$ cat src/rtl/pipe_ctrl_pkg.sv
// Shared constants, FSM encoding and field-position helpers for the pipeline control unit.
package pipe_ctrl_pkg;

    localparam logic [4:0] OP_R    = 5'b00000;
    localparam logic [4:0] OP_J    = 5'b00001;
    localparam logic [4:0] OP_BNE  = 5'b00010;
    localparam logic [4:0] OP_JAL  = 5'b00011;
    localparam logic [4:0] OP_JR   = 5'b00100;
    localparam logic [4:0] OP_ADDI = 5'b00101;
    localparam logic [4:0] OP_BLT  = 5'b00110;
    localparam logic [4:0] OP_SW   = 5'b00111;
    localparam logic [4:0] OP_LW   = 5'b01000;
    localparam logic [4:0] OP_SETX = 5'b10101;
    localparam logic [4:0] OP_BEX  = 5'b10110;

    localparam logic [4:0] ALU_ADD  = 5'd0;
    localparam logic [4:0] ALU_MULT = 5'd6;
    localparam logic [4:0] ALU_DIV  = 5'd7;

    typedef enum logic [1:0] {
        MD_IDLE = 2'd0,
        MD_BUSY = 2'd1,
        MD_DONE = 2'd2
    } md_state_e;

    // Fields are packed downwards from the opcode: op, rd, rs, rt.
    function automatic int op_lsb(input int insn_w);
        return insn_w - 5;
    endfunction

    function automatic int rd_lsb(input int insn_w, input int reg_w);
        return insn_w - 5 - reg_w;
    endfunction

    function automatic int rs_lsb(input int insn_w, input int reg_w);
        return insn_w - 5 - 2 * reg_w;
    endfunction

    function automatic int rt_lsb(input int insn_w, input int reg_w);
        return insn_w - 5 - 3 * reg_w;
    endfunction

    function automatic logic op_uses_imm(input logic [4:0] op);
        return (op == OP_ADDI) || (op == OP_LW) || (op == OP_SW);
    endfunction

    // Jump-format instructions carry no rs field.
    function automatic logic op_is_jump(input logic [4:0] op);
        return (op == OP_J) || (op == OP_JAL) || (op == OP_JR) ||
               (op == OP_SETX) || (op == OP_BEX);
    endfunction

    function automatic logic op_reads_rd(input logic [4:0] op);
        return (op == OP_SW) || (op == OP_BNE) || (op == OP_BLT) || (op == OP_JR);
    endfunction

    function automatic logic op_no_regwrite(input logic [4:0] op);
        return (op == OP_SW) || (op == OP_J) || (op == OP_JR) ||
               (op == OP_BNE) || (op == OP_BLT) || (op == OP_BEX);
    endfunction

endpackage

$ cat src/rtl/md_handshake_fsm.sv
// Mult/div handshake: start pulse, busy tracking with timeout, result-valid pulse and sticky error.
module md_handshake_fsm
    import pipe_ctrl_pkg::*;
#(
    parameter int MD_TIMEOUT = 64
) (
    input  logic clock,
    input  logic reset,
    input  logic start_req,
    input  logic md_ready,
    output logic md_start,
    output logic md_busy,
    output logic md_wb_valid,
    output logic md_error
);

    localparam int TMO_W = (MD_TIMEOUT > 1) ? $clog2(MD_TIMEOUT) : 1;
    localparam logic [TMO_W-1:0] TMO_LAST = TMO_W'(MD_TIMEOUT - 1);

    md_state_e        state;
    logic [TMO_W-1:0] tmo_cnt;

    // md_ready is only honoured in BUSY; it wins over a timeout in the same cycle.
    always_ff @(posedge clock or negedge reset) begin
        if (!reset) begin
            state       <= MD_IDLE;
            tmo_cnt     <= '0;
            md_start    <= 1'b0;
            md_busy     <= 1'b0;
            md_wb_valid <= 1'b0;
            md_error    <= 1'b0;
        end else begin
            md_start    <= 1'b0;
            md_wb_valid <= 1'b0;
            case (state)
                MD_IDLE: begin
                    if (start_req) begin
                        state    <= MD_BUSY;
                        tmo_cnt  <= '0;
                        md_start <= 1'b1;
                        md_busy  <= 1'b1;
                    end
                end
                MD_BUSY: begin
                    if (md_ready) begin
                        state       <= MD_DONE;
                        md_busy     <= 1'b0;
                        md_wb_valid <= 1'b1;
                    end else if (tmo_cnt == TMO_LAST) begin
                        state    <= MD_IDLE;
                        md_busy  <= 1'b0;
                        md_error <= 1'b1;
                    end else begin
                        tmo_cnt <= tmo_cnt + 1'b1;
                    end
                end
                MD_DONE: begin
                    state <= MD_IDLE;
                end
                default: begin
                    state   <= MD_IDLE;
                    md_busy <= 1'b0;
                end
            endcase
        end
    end

endmodule

$ cat src/rtl/pipe_ctrl_unit.sv
// Pipeline control/hazard unit: IR decode, load-use stall, branch flush, mult/div handshake and stall counting.
module pipe_ctrl_unit
    import pipe_ctrl_pkg::*;
#(
    parameter int INSN_W      = 32,
    parameter int REG_W       = 5,
    parameter int MD_TIMEOUT  = 64,
    parameter int STALL_CNT_W = 16
) (
    input  logic                   clock,
    input  logic                   reset,
    input  logic [INSN_W-1:0]      fd_ir,
    input  logic [INSN_W-1:0]      dx_ir,
    input  logic [INSN_W-1:0]      xm_ir,
    input  logic [INSN_W-1:0]      mw_ir,
    input  logic                   branch_taken,
    input  logic                   md_ready,
    output logic [4:0]             alu_op,
    output logic                   dx_imm_sel,
    output logic                   datamem_we,
    output logic                   mw_load_sel,
    output logic                   regfile_we,
    output logic                   sw_fd_sel,
    output logic                   wb_rd_zero,
    output logic                   stall_fd,
    output logic                   bubble_dx,
    output logic                   flush,
    output logic                   md_start,
    output logic                   md_busy,
    output logic                   md_wb_valid,
    output logic                   md_error,
    output logic [STALL_CNT_W-1:0] stall_count
);

    localparam int OP_LSB = op_lsb(INSN_W);
    localparam int RD_LSB = rd_lsb(INSN_W, REG_W);
    localparam int RS_LSB = rs_lsb(INSN_W, REG_W);
    localparam int RT_LSB = rt_lsb(INSN_W, REG_W);

    logic [4:0]       fd_op, dx_op, xm_op, mw_op;
    logic [4:0]       dx_alu_field;
    logic [REG_W-1:0] fd_rd, fd_rs, fd_rt, dx_rd, mw_rd;
    logic             load_use, dx_is_md, start_req;

    assign fd_op        = fd_ir[OP_LSB +: 5];
    assign dx_op        = dx_ir[OP_LSB +: 5];
    assign xm_op        = xm_ir[OP_LSB +: 5];
    assign mw_op        = mw_ir[OP_LSB +: 5];
    assign dx_alu_field = dx_ir[6:2];
    assign fd_rd        = fd_ir[RD_LSB +: REG_W];
    assign fd_rs        = fd_ir[RS_LSB +: REG_W];
    assign fd_rt        = fd_ir[RT_LSB +: REG_W];
    assign dx_rd        = dx_ir[RD_LSB +: REG_W];
    assign mw_rd        = mw_ir[RD_LSB +: REG_W];

    // Datapath controls depend only on the latched IRs, never on the handshake state.
    always_comb begin
        alu_op      = op_uses_imm(dx_op) ? ALU_ADD : dx_alu_field;
        dx_imm_sel  = op_uses_imm(dx_op);
        datamem_we  = (xm_op == OP_SW);
        mw_load_sel = (mw_op == OP_LW);
        regfile_we  = !op_no_regwrite(mw_op);
        sw_fd_sel   = (fd_op == OP_SW);
        wb_rd_zero  = (mw_rd == '0);
    end

    // A load into r0 never creates a dependency since r0 is never written.
    always_comb begin
        load_use = 1'b0;
        if ((dx_op == OP_LW) && (dx_rd != '0)) begin
            if (!op_is_jump(fd_op) && (fd_rs == dx_rd)) begin
                load_use = 1'b1;
            end
            if ((fd_op == OP_R) && (fd_rt == dx_rd)) begin
                load_use = 1'b1;
            end
            if (op_reads_rd(fd_op) && (fd_rd == dx_rd)) begin
                load_use = 1'b1;
            end
        end
    end

    assign dx_is_md  = (dx_op == OP_R) &&
                       ((dx_alu_field == ALU_MULT) || (dx_alu_field == ALU_DIV));
    assign start_req = dx_is_md && !branch_taken;

    // Flush beats the load-use stall; the multicycle stall holds regardless and owns DX, so no bubble then.
    assign flush     = branch_taken;
    assign stall_fd  = md_busy || (load_use && !branch_taken);
    assign bubble_dx = load_use && !branch_taken && !md_busy;

    md_handshake_fsm #(
        .MD_TIMEOUT (MD_TIMEOUT)
    ) u_md_fsm (
        .clock       (clock),
        .reset       (reset),
        .start_req   (start_req),
        .md_ready    (md_ready),
        .md_start    (md_start),
        .md_busy     (md_busy),
        .md_wb_valid (md_wb_valid),
        .md_error    (md_error)
    );

    always_ff @(posedge clock or negedge reset) begin
        if (!reset) begin
            stall_count <= '0;
        end else if (stall_fd && (stall_count != '1)) begin
            stall_count <= stall_count + 1'b1;
        end
    end

endmodule

$ cat config.mk
export PLATFORM = sky130hd
export DESIGN_NAME = pipe_ctrl_unit
export DESIGN_NICKNAME = d
export VERILOG_FILES = /design/src/rtl/pipe_ctrl_pkg.sv /design/src/rtl/md_handshake_fsm.sv /design/src/rtl/pipe_ctrl_unit.sv
export SDC_FILE = /design/constraint.sdc
export NUM_CORES = 1
export LEC_CHECK = 0
export BUFFER_PORTS_ARGS = -buffer_cell sky130_fd_sc_hd__buf_2
export CAP_MARGIN = 25
export CELL_PAD_IN_SITES_DETAIL_PLACEMENT = 0
export CELL_PAD_IN_SITES_GLOBAL_PLACEMENT = 1
export CORE_MARGIN = 2
export CORE_UTILIZATION = 27
export DETAILED_ROUTE_END_ITERATION = 10
export GPL_ROUTABILITY_DRIVEN = 0
export PLACE_DENSITY = 0.95
export SLEW_MARGIN = 20
export SYNTH_ARGS = -nofsm -noshare
export SYNTH_HDL_FRONTEND = slang
export SYNTH_HIERARCHICAL = 1
export SYNTH_SLANG_ARGS = --single-unit
export TNS_END_PERCENT = 10
$ cat constraint.sdc
create_clock -name clock -period 5.3 [get_ports clock]
set_input_delay 1.06 -clock clock [delete_from_list [all_inputs] [get_ports clock]]
set_output_delay 1.06 -clock clock [all_outputs]
set_load 0.02 [all_outputs]
==> flow_summary_export.csv, run 1 <==
group,metric,value,unit
outcome,status,"finished, final reports clean",
placed_design,place_inst,356,
sta,rsz0062_at_grt,"false",
sta,fin_crit,3830,ps
setup_path,crit_buf_inv,3,
setup_path,critPathMaxFanout,16,
cells_and_area,multiInputGateArea,1050,µm²
floorplan,core-area,6390,µm²
placed_design,place_ws,1420,ps
clock_network,cts_setup_buffers,0,
synthesis,synth_cell_types,45,
synthesis,syn_area,1800,µm²
global_route,grt_max_degree,29,
sta,slew-limit-headroom,57.9,%
global_route,antenna_found_initial,0,
cells_and_area,nets,418,
floorplan,die_area,7340,µm²
detailed_routing,route.vias.total,1730,
global_route,grt_pass1_vias,1627,
placed_design,port_buffers,87,
cells_and_area,antenna-diode-count,0,
sta,setup_viol,0,
synthesis,yosysSeqAreaShare,38.9,%
setup_path,startpoint_type,"primary input",
pwr,leakage,1.23,nW
floorplan,io_pins,166,
setup_path,cp.arrival,2770,ps
synthesis,ys_warn_count,6,
synthesis,ys_ff_latch,28,
clock_network,cts_max_level,1,
cells_and_area,layout_common_cells,"87 x buf_2, 28 x dfrtp_1, 23 x xor2_1",
clock_network,cts_hold_buf,0,
synthesis,syn_area_per_cell,9.24,µm²
setup_path,cp_slowest_cell,"a21oi_4",
floorplan,start_util,28.2,%
setup_path,crit_family,"compound AO/OA/AOI/OAI gates",
floorplan,rows,29,
sta,max_clock_freq,261,MHz
clock_network,root_buffer,"clkbuf_8",
floorplan,die_y,85.7,µm
detailed_routing,wl,4520,µm
clock_network,cts_resized,0,
sta,hold_viol_final,0,
cells_and_area,regArea,701,µm²
clock_network,cts_buffers,3,
setup_path,critical_path.most_common_cell,"buf_2",
cells_and_area,fillCellCount,652,
clock_network,cts_tree,"done",
detailed_routing,dr.pass1.iters,4,
floorplan,die_x,85.7,µm
detailed_routing,drc,0,
sta,clock_skew,2.24,ps
pwr,finalPower,0.582,mW
job,cap_violations,0,
global_route,grt_overflow,0,
setup_path,worstSetupEndpointType,"primary output",
detailed_routing,wl_per_cell,12.6,µm
cells_and_area,area_growth,30.3,%
setup_path,critPathMaxStageDelay,430,ps
global_route,grt_pass1_wl,7230,µm
sta,worst_slew_pin_slew,632,ps
clock_network,clockBufferDepth,2,
cells_and_area,instances_no_fill,359,
sta,fin_crit_sh,72.3,%
sta,final-max-slew-violation-count,0,
clock_network,clock_sinks,28,
placed_design,placed_cell_area,2310,µm²
sta,finalWorstSetupSlack,1470,ps
detailed_routing,via_per_inst,4.82,
setup_path,worstPathCellList,"buf_2 > nor4_1 > a2111oi_0 > a211o_2 > a21oi_4 > inv_1 > buf_2",
cells_and_area,drive_gt1_share,36.2,%
global_route,grt_use_total,11.7,%
detailed_routing,drt_iter0_drc,39,
setup_path,critPathKind,"in -> out",
setup_path,cp_data_required_time,4240,ps
pwr,power_density,248,nW/µm²
cells_and_area,postLayoutCellArea,2350,µm²
sta,hold_slack,480,ps
min_path,hp-class,"reg -> reg",
clock_network,clk_latency,270,ps
placed_design,hpwl,3530,µm
clock_network,clkTransAtPathRegs,90,ps
synthesis,synthCells,195,
pwr,ir_drop,0.263,mV
sta,setup_tns,0,ps
synthesis,syn-num-nets,329,
cells_and_area,mostFrequentLayoutCell,"buf_2",
cells_and_area,post-route-util,36.8,%
detailed_routing,postRouteAntennaNets,0,
==> cell usage after synthesis, drive strengths merged <==
cell type,count,area (µm²)
dfrtp,28,701
inv,6,22.5
a31o,1,8.76
nor2,20,75.1
ha,2,25.0
mux2i,1,10.0
a21o,2,16.3
nand2,15,56.3
o21ai,8,40.0
nand3b,1,7.51
or4,1,7.51
buf,3,26.3
a211o,3,27.5
nand3,11,60.1
nor4,7,43.8
a2111oi,1,8.76
xnor2,8,70.1
a31oi,3,18.8
a41oi,1,8.76
nand2b,2,12.5
nor4b,3,32.5
nor3b,4,35.0
and4,2,17.5
nor3,6,30.0
a21oi,9,60.1
maj3,1,11.3
or2,1,6.26
or4bb,1,11.3
nand4b,1,8.76
mux2,1,15.0
nor2b,6,40.0
and3,8,55.1
nand4,5,31.3
xor2,23,201
==> state kept, by name, indices dropped and copies added (netlist names) <==
signal	count
u_md_fsm/md_busy	1
u_md_fsm/md_wb_valid	1
u_md_fsm/md_start	1
u_md_fsm/md_error	1
u_md_fsm/state	2
stall_count	16
u_md_fsm/tmo_cnt	6
==> report_power, final <==
group	internal (mW)	switching [mW]	total, mW
sequential	0.241	0.0393	0.281
clock	0.0510	0.0643	0.115
combinational	0.0813	0.105	0.187
==> metal layers <==
metal | vias up | global-route usage [%] | wire length [µm]
li1 | 871 | - | -
met1 | 795 | 15.1 | 2080
met2 | 62 | 21.0 | 2110
met3 | 2 | 1.54 | 323
met4 | 0 | 2.60 | 12
met5 | - | 0 | 0
==> layout make-up <==
cell class / instances / area share [%]
sequential: 28 / 29.8
tap: 77 / 4.10
timing repair buffer: 87 / 18.5
inverter: 6 / 0.959
clock buffer: 3 / 1.76
multi-input combinational: 158 / 44.8
==> worst paths after layout <==
check,startpoint,endpoint,slack [ps],depth (start not counted)
worst max register to register,stall_count[11]$_DFFE_PN0P_,stall_count[1]$_DFFE_PN0P_,3370,6
worst max-delay path,fd_ir[28],stall_fd,1470,7
min in group asynchronous,reset,stall_count[0]$_DFFE_PN0P_,800,1
worst min register to register,u_md_fsm/md_error$_DFFE_PN0P_,u_md_fsm/md_error$_DFFE_PN0P_,480,1
max in group asynchronous,reset,stall_count[8]$_DFFE_PN0P_,4090,1
worst min-delay path,u_md_fsm/md_error$_DFFE_PN0P_,u_md_fsm/md_error$_DFFE_PN0P_,480,1
==> cells by family after synthesis <==
family	synth area share, %
DFF	38.9
adders and majority gates	2.01
AOI/OAI and AO/OA	10.5
and+or+nand+nor	29.4
xor gates and xnor gates	15.1
muxes	1.39
buffers and inverters	2.71
No activity file was read; power rests on OpenSTA's default activity.
==> run 2: changes to the inputs <==
- CORE_UTILIZATION: 27 -> 25
- PLACE_DENSITY: 0.95 -> 0.92
- clock period: 5.3 -> 3.9 ns (I/O delays scaled with it)
==> run 2 against run 1 <==
Worst hold slack got worse by 1.6 ps. Worst setup slack got worse by 550 ps. Combinational power rose by 36%. Register-to-register slack got worse by 1300 ps. Count of clock-buffer cells in the layout did not move. Critical path depth did not move. Largest power group unchanged. Highest routed layer unchanged.
==> flow_summary_export.csv, run 2 (synthesis results as in run 1) <==
group,metric,value,unit
setup_path,cp.arrival,2200,ps
floorplan,die_x,88.9,µm
cells_and_area,antenna-diode-count,0,
floorplan,die_area,7900,µm²
min_path,hp-class,"reg -> reg",
clock_network,cts_setup_buffers,0,
detailed_routing,via_per_inst,4.62,
sta,setup_tns,0,ps
clock_network,cts_buffers,3,
detailed_routing,wl,4520,µm
sta,fin_crit,2980,ps
placed_design,hpwl,3600,µm
sta,fin_crit_sh,76.3,%
sta,final-max-slew-violation-count,0,
floorplan,io_pins,166,
job,cap_violations,0,
global_route,grt_pass1_vias,1576,
pwr,leakage,1.24,nW
cells_and_area,layout_common_cells,"87 x buf_2, 28 x dfrtp_1, 23 x xor2_1",
clock_network,clk_latency,270,ps
clock_network,clockBufferDepth,2,
setup_path,critPathKind,"in -> out",
placed_design,port_buffers,87,
pwr,ir_drop,0.275,mV
cells_and_area,regArea,701,µm²
sta,slew-limit-headroom,57.2,%
clock_network,root_buffer,"clkbuf_8",
floorplan,die_y,88.9,µm
sta,max_clock_freq,336,MHz
sta,finalWorstSetupSlack,923,ps
clock_network,cts_max_level,1,
clock_network,cts_resized,0,
cells_and_area,fillCellCount,721,
sta,hold_viol_final,0,
detailed_routing,postRouteAntennaNets,0,
cells_and_area,largest_reg_flops,16,
pwr,power_density,332,nW/µm²
setup_path,startpoint_type,"primary input",
floorplan,start_util,26.2,%
global_route,antenna_found_initial,0,
clock_network,clkTransAtPathRegs,90,ps
setup_path,cp_data_required_time,3120,ps
cells_and_area,drive_gt1_share,36.4,%
sta,rsz0062_at_grt,"false",
detailed_routing,wl_per_cell,11.9,µm
outcome,status,"finished, final reports clean",
global_route,grt_pass1_wl,6820,µm
detailed_routing,drc,0,
floorplan,rows,30,
placed_design,place_ws,912,ps
sta,clock_skew,3.91,ps
pwr,finalPower,0.791,mW
placed_design,place_inst,376,
clock_network,cts_tree,"done",
clock_network,clock_sinks,28,
detailed_routing,dr.pass1.iters,4,
setup_path,worstSetupEndpointType,"primary output",
setup_path,critPathMaxFanout,4,
cells_and_area,top_regs,"stall_count (16), u_md_fsm/tmo_cnt (6), u_md_fsm/state (2)",
clock_network,cts_hold_buf,0,
cells_and_area,nets,419,
cells_and_area,regMostFlops,"stall_count",
global_route,grt_use_total,10.6,%
global_route,grt_max_degree,29,
cells_and_area,instances_no_fill,379,
detailed_routing,route.vias.total,1752,
sta,worst_slew_pin_slew,641,ps
floorplan,core-area,6870,µm²
cells_and_area,mostFrequentLayoutCell,"buf_2",
cells_and_area,multiInputGateArea,1050,µm²
cells_and_area,area_growth,32.1,%
sta,setup_viol,0,
global_route,grt_overflow,0,
detailed_routing,drt_iter0_drc,19,
-- run 2: critical path, stage by stage --
cell and delay [ps]:
buf_2 120, nor4_1 380, a2111oi_0 170, a211o_2 350, a21oi_4 180, inv_1 50, buf_2 150
-- run 2: layer usage --
layer	track usage, %	share of wire (%)
met1	13.0	46
met2	18.7	45
met3	1.66	7.7
met4	3.72	0.75
met5	0	0
-- run 2: power breakdown --
part	total, mW	switching [mW]	leakage, nW	internal [mW]
registers	0.380	0.0525	0.373	0.328
clock network	0.156	0.0869	0.0216	0.0694
logic	0.254	0.144	0.845	0.110
total	0.791	0.283	1.24	0.508
-- run 2: path summary, 6_finish.rpt --
check                                               from                               to  slack (ps)  cells past startpoint
max                                            fd_ir[28]                         stall_fd         920                      7
min                        u_md_fsm/md_error$_DFFE_PN0P_    u_md_fsm/md_error$_DFFE_PN0P_         480                      1
max reg2reg                  stall_count[11]$_DFFE_PN0P_       stall_count[1]$_DFFE_PN0P_        2050                      6
min reg2reg                u_md_fsm/md_error$_DFFE_PN0P_    u_md_fsm/md_error$_DFFE_PN0P_         480                      1
max in group asynchronous                          reset    u_md_fsm/state[0]$_DFFE_PN0P_        2960                      1
min in group asynchronous                          reset  u_md_fsm/tmo_cnt[3]$_DFFE_PN0P_         520                      1
-- run 2: final cells by class --
class	count	share of cell area, %
clock buffer	3	1.74
inverter	6	0.946
tap	96	5.05
sequential	28	29.4
timing repair buffer	88	18.6
multi-input combinational	158	44.2
-- run 2: metrics by stage --
step           area [µm²]  hold WS (ps)  util, %
3_5_place_dp         2340           442     34.0
3_3_place_gp         2340           439     34.0
4_1_cts              2380           474     34.6
2_1_floorplan        1800           466        -
5_1_grt              2380           487     34.6
6_report             2380           478     34.6
==> run 3: changes to the inputs <==
- ABC_AREA: not set -> 1
- CORE_UTILIZATION: 25 -> 23
- PLACE_DENSITY: 0.92 -> 0.89
- clock period: 3.9 -> 2.5 ns (I/O delays scaled with it)
==> run 3 against run 2 <==
Non-clock buffer count did not move. Utilization down 3.8 points. Critical path type unchanged. Via count rose by 24%. Sequential share of layout area shrank 3.6 points. Highest routed layer unchanged. Design area increased by 14%. Worst setup slack lost 550 ps.
==> flow_summary_export.csv, run 3 <==
group,metric,value,unit
outcome,status,"finished, final reports clean",
detailed_routing,postRouteAntennaNets,0,
detailed_routing,wl_per_cell,10.1,µm
floorplan,die_x,99.6,µm
cells_and_area,instances_no_fill,509,
synthesis,synthCells,313,
cells_and_area,antenna-diode-count,0,
cells_and_area,mostFrequentLayoutCell,"nand2_1",
placed_design,placed_cell_area,2640,µm²
synthesis,yosysSeqAreaShare,33.4,%
setup_path,startpoint_type,"primary input",
setup_path,reg2reg_from,"stall_count[0]$_DFFE_PN0P_",
sta,setup_viol,0,
floorplan,rows,34,
sta,max_clock_freq,471,MHz
sta,setup_tns,0,ps
global_route,grt_pass1_wl,8690,µm
detailed_routing,drc,0,
synthesis,ys_top_cells_by_area,"dfrtp_1 33%, nand2_1 18%, nand3_1 10%, inv_1 7.0%, nor2_1 5.4%",
placed_design,hpwl,4200,µm
synthesis,syn_area,2100,µm²
clock_network,cts_tree,"done",
sta,finalWorstSetupSlack,376,ps
floorplan,core-area,8810,µm²
pwr,finalPower,1.08,mW
clock_network,clkTransAtPathRegs,100,ps
sta,fin_crit_sh,84.9,%
cells_and_area,layout_common_cells,"100 x nand2_1, 87 x buf_2, 42 x nand3_1",
setup_path,worstSetupEndpointType,"primary output",
job,cap_violations,0,
pwr,leakage,1.56,nW
setup_path,cp_slowest_cell,"buf_2",
clock_network,clockBufferDepth,2,
floorplan,die_y,99.6,µm
synthesis,ys_ff_latch,28,
synthesis,synth_top_area_share,33.4,%
clock_network,clock_sinks,28,
synthesis,yosysTopAreaCell,"dfrtp_1",
synthesis,synth_edf_count,0,
pwr,pwr-share-clk,33.2,%
setup_path,ff2ff_path_depth,9,
sta,hold_slack,226,ps
pwr,seq_power_share,45.8,%
sta,rsz0062_at_grt,"false",
cells_and_area,nets,536,
synthesis,ys_async_sr_fraction,100,%
floorplan,die_area,9910,µm²
synthesis,yosysMostFrequentCell,"nand2_1",
cells_and_area,regMostFlops,"stall_count",
pwr,p_int,0.776,mW
clock_network,clk_latency,280,ps
global_route,antenna_found_initial,0,
sta,worst_slew_pin_slew,635,ps
detailed_routing,via_per_inst,4.26,
sta,hold_viol_final,0,
global_route,grt_pass1_vias,1951,
floorplan,io_pins,166,
clock_network,root_buffer,"clkbuf_8",
global_route,grt_max_degree,29,
detailed_routing,wl,5140,µm
clock_network,cts_resized,0,
detailed_routing,dr.pass1.iters,4,
setup_path,r2r_setup_slack,600,ps
placed_design,port_buffers,87,
sta,final-max-slew-violation-count,0,
clock_network,cts_max_level,1,
pwr,ir_drop,0.357,mV
clock_network,cts_hold_buf,0,
setup_path,critPathMaxFanout,11,
global_route,grt_overflow,0,
synthesis,yosys-top-cells-count,"100 x nand2_1, 42 x nand3_1, 39 x inv_1",
setup_path,cp_data_required_time,2000,ps
clock_network,cts_buffers,3,
cells_and_area,drive_gt1_share,29.4,%
setup_path,reg2reg_to,"stall_count[15]$_DFFE_PN0P_",
pwr,p_switching,0.301,mW
synthesis,syn-num-nets,447,
sta,fin_crit,2120,ps
sta,slew-limit-headroom,57.7,%
floorplan,start_util,23.9,%
cells_and_area,post-route-util,30.8,%
pwr,power_frac_comb,21.0,%
min_path,hp-class,"in -> async",
detailed_routing,route.vias.total,2169,
cells_and_area,postLayoutCellArea,2720,µm²
global_route,grt_use_total,10.4,%
setup_path,critPathKind,"in -> out",
pwr,swShare,28.0,%
setup_path,worstPathCellList,"buf_2 > nor2_2 > nand2_1 > nor3_1 > nand2_1 > nand3_2 > nand2_2 > nand2_4 > buf_2",
clock_network,cts_setup_buffers,0,
placed_design,place_ws,357,ps
cells_and_area,largest_reg_flops,16,
synthesis,syn_area_per_cell,6.71,µm²
sta,clock_skew,12.3,ps
setup_path,critPathMaxStageDelay,190,ps
detailed_routing,drt_iter0_drc,87,
synthesis,synth_cell_types,31,
pwr,power_density,397,nW/µm²
cells_and_area,top_regs,"stall_count (16), u_md_fsm/tmo_cnt (6), u_md_fsm/state (2)",
synthesis,ys.flop_type,"dfrtp_1",
cells_and_area,area_growth,29.2,%
setup_path,cp.arrival,1620,ps
synthesis,ys_warn_count,6,
placed_design,place_inst,505,
-- run 3: cell count changes after synthesis, sizes merged, moves of 4 or more --
cell,before,now
nand3,11,44
xor2,23,6
a21oi,9,2
nand2,15,109
nor4,7,3
inv,6,43
nor2b,6,0
xnor2,8,12
nor2,20,34
nor3,6,10
and3,8,0
-- run 3: layout make-up --
class	count	area [µm²]
multi-input combinational	238	1200
inverter	43	161
clock inverter	1	30.0
sequential	28	701
tap	108	135
fill	944	6090
clock buffer	3	41.3
timing repair buffer	88	443
-- run 3: kinds of logic after synthesis --
logic type      share of synthesized area [%]
xor+xnor                                 7.50
buf+inv                                  9.35
flops                                    33.4
fa+ha+maj                                1.19
compound gates                           3.93
simple gates                             44.7
-- run 3: how the worst max path moves through the flow --
stage,startpoint,endpoint,depth (start not counted)
2_1_floorplan,fd_ir[28],bubble_dx,7
3_3_place_gp,fd_ir[30],stall_fd,9
3_5_place_dp,fd_ir[30],stall_fd,9
4_1_cts,fd_ir[30],stall_fd,9
5_1_grt,dx_ir[25],stall_fd,11
6_report,fd_ir[28],stall_fd,9
-- run 3: metal layers --
layer | vias up | global-route usage, % | part of all wire [%]
met5 | - | 0 | 0
met4 | 0 | 2.42 | 0.74
met3 | 4 | 1.83 | 5.0
met2 | 46 | 18.1 | 47
met1 | 959 | 13.3 | 47
li1 | 1160 | - | -
-- run 3: critical path: cells and delay by family --
kind                   cells  cell delay, ps
buffers and inverters      2             310
and+or+nand+nor            7             800
-- run 3: power by group through the flow --
| stage | Combinational, mW | Sequential (mW) | Clock, mW |
|---|---|---|---|
| final | 0.226 | 0.493 | 0.358 |
| after global routing | 0.259 | 0.500 | 0.392 |
| after CTS | 0.230 | 0.495 | 0.373 |
| after detailed placement | 0.229 | 0.503 | 0 |
| after global placement | 0.225 | 0.501 | 0 |
| after floorplan | 0.108 | 0.520 | 0 |
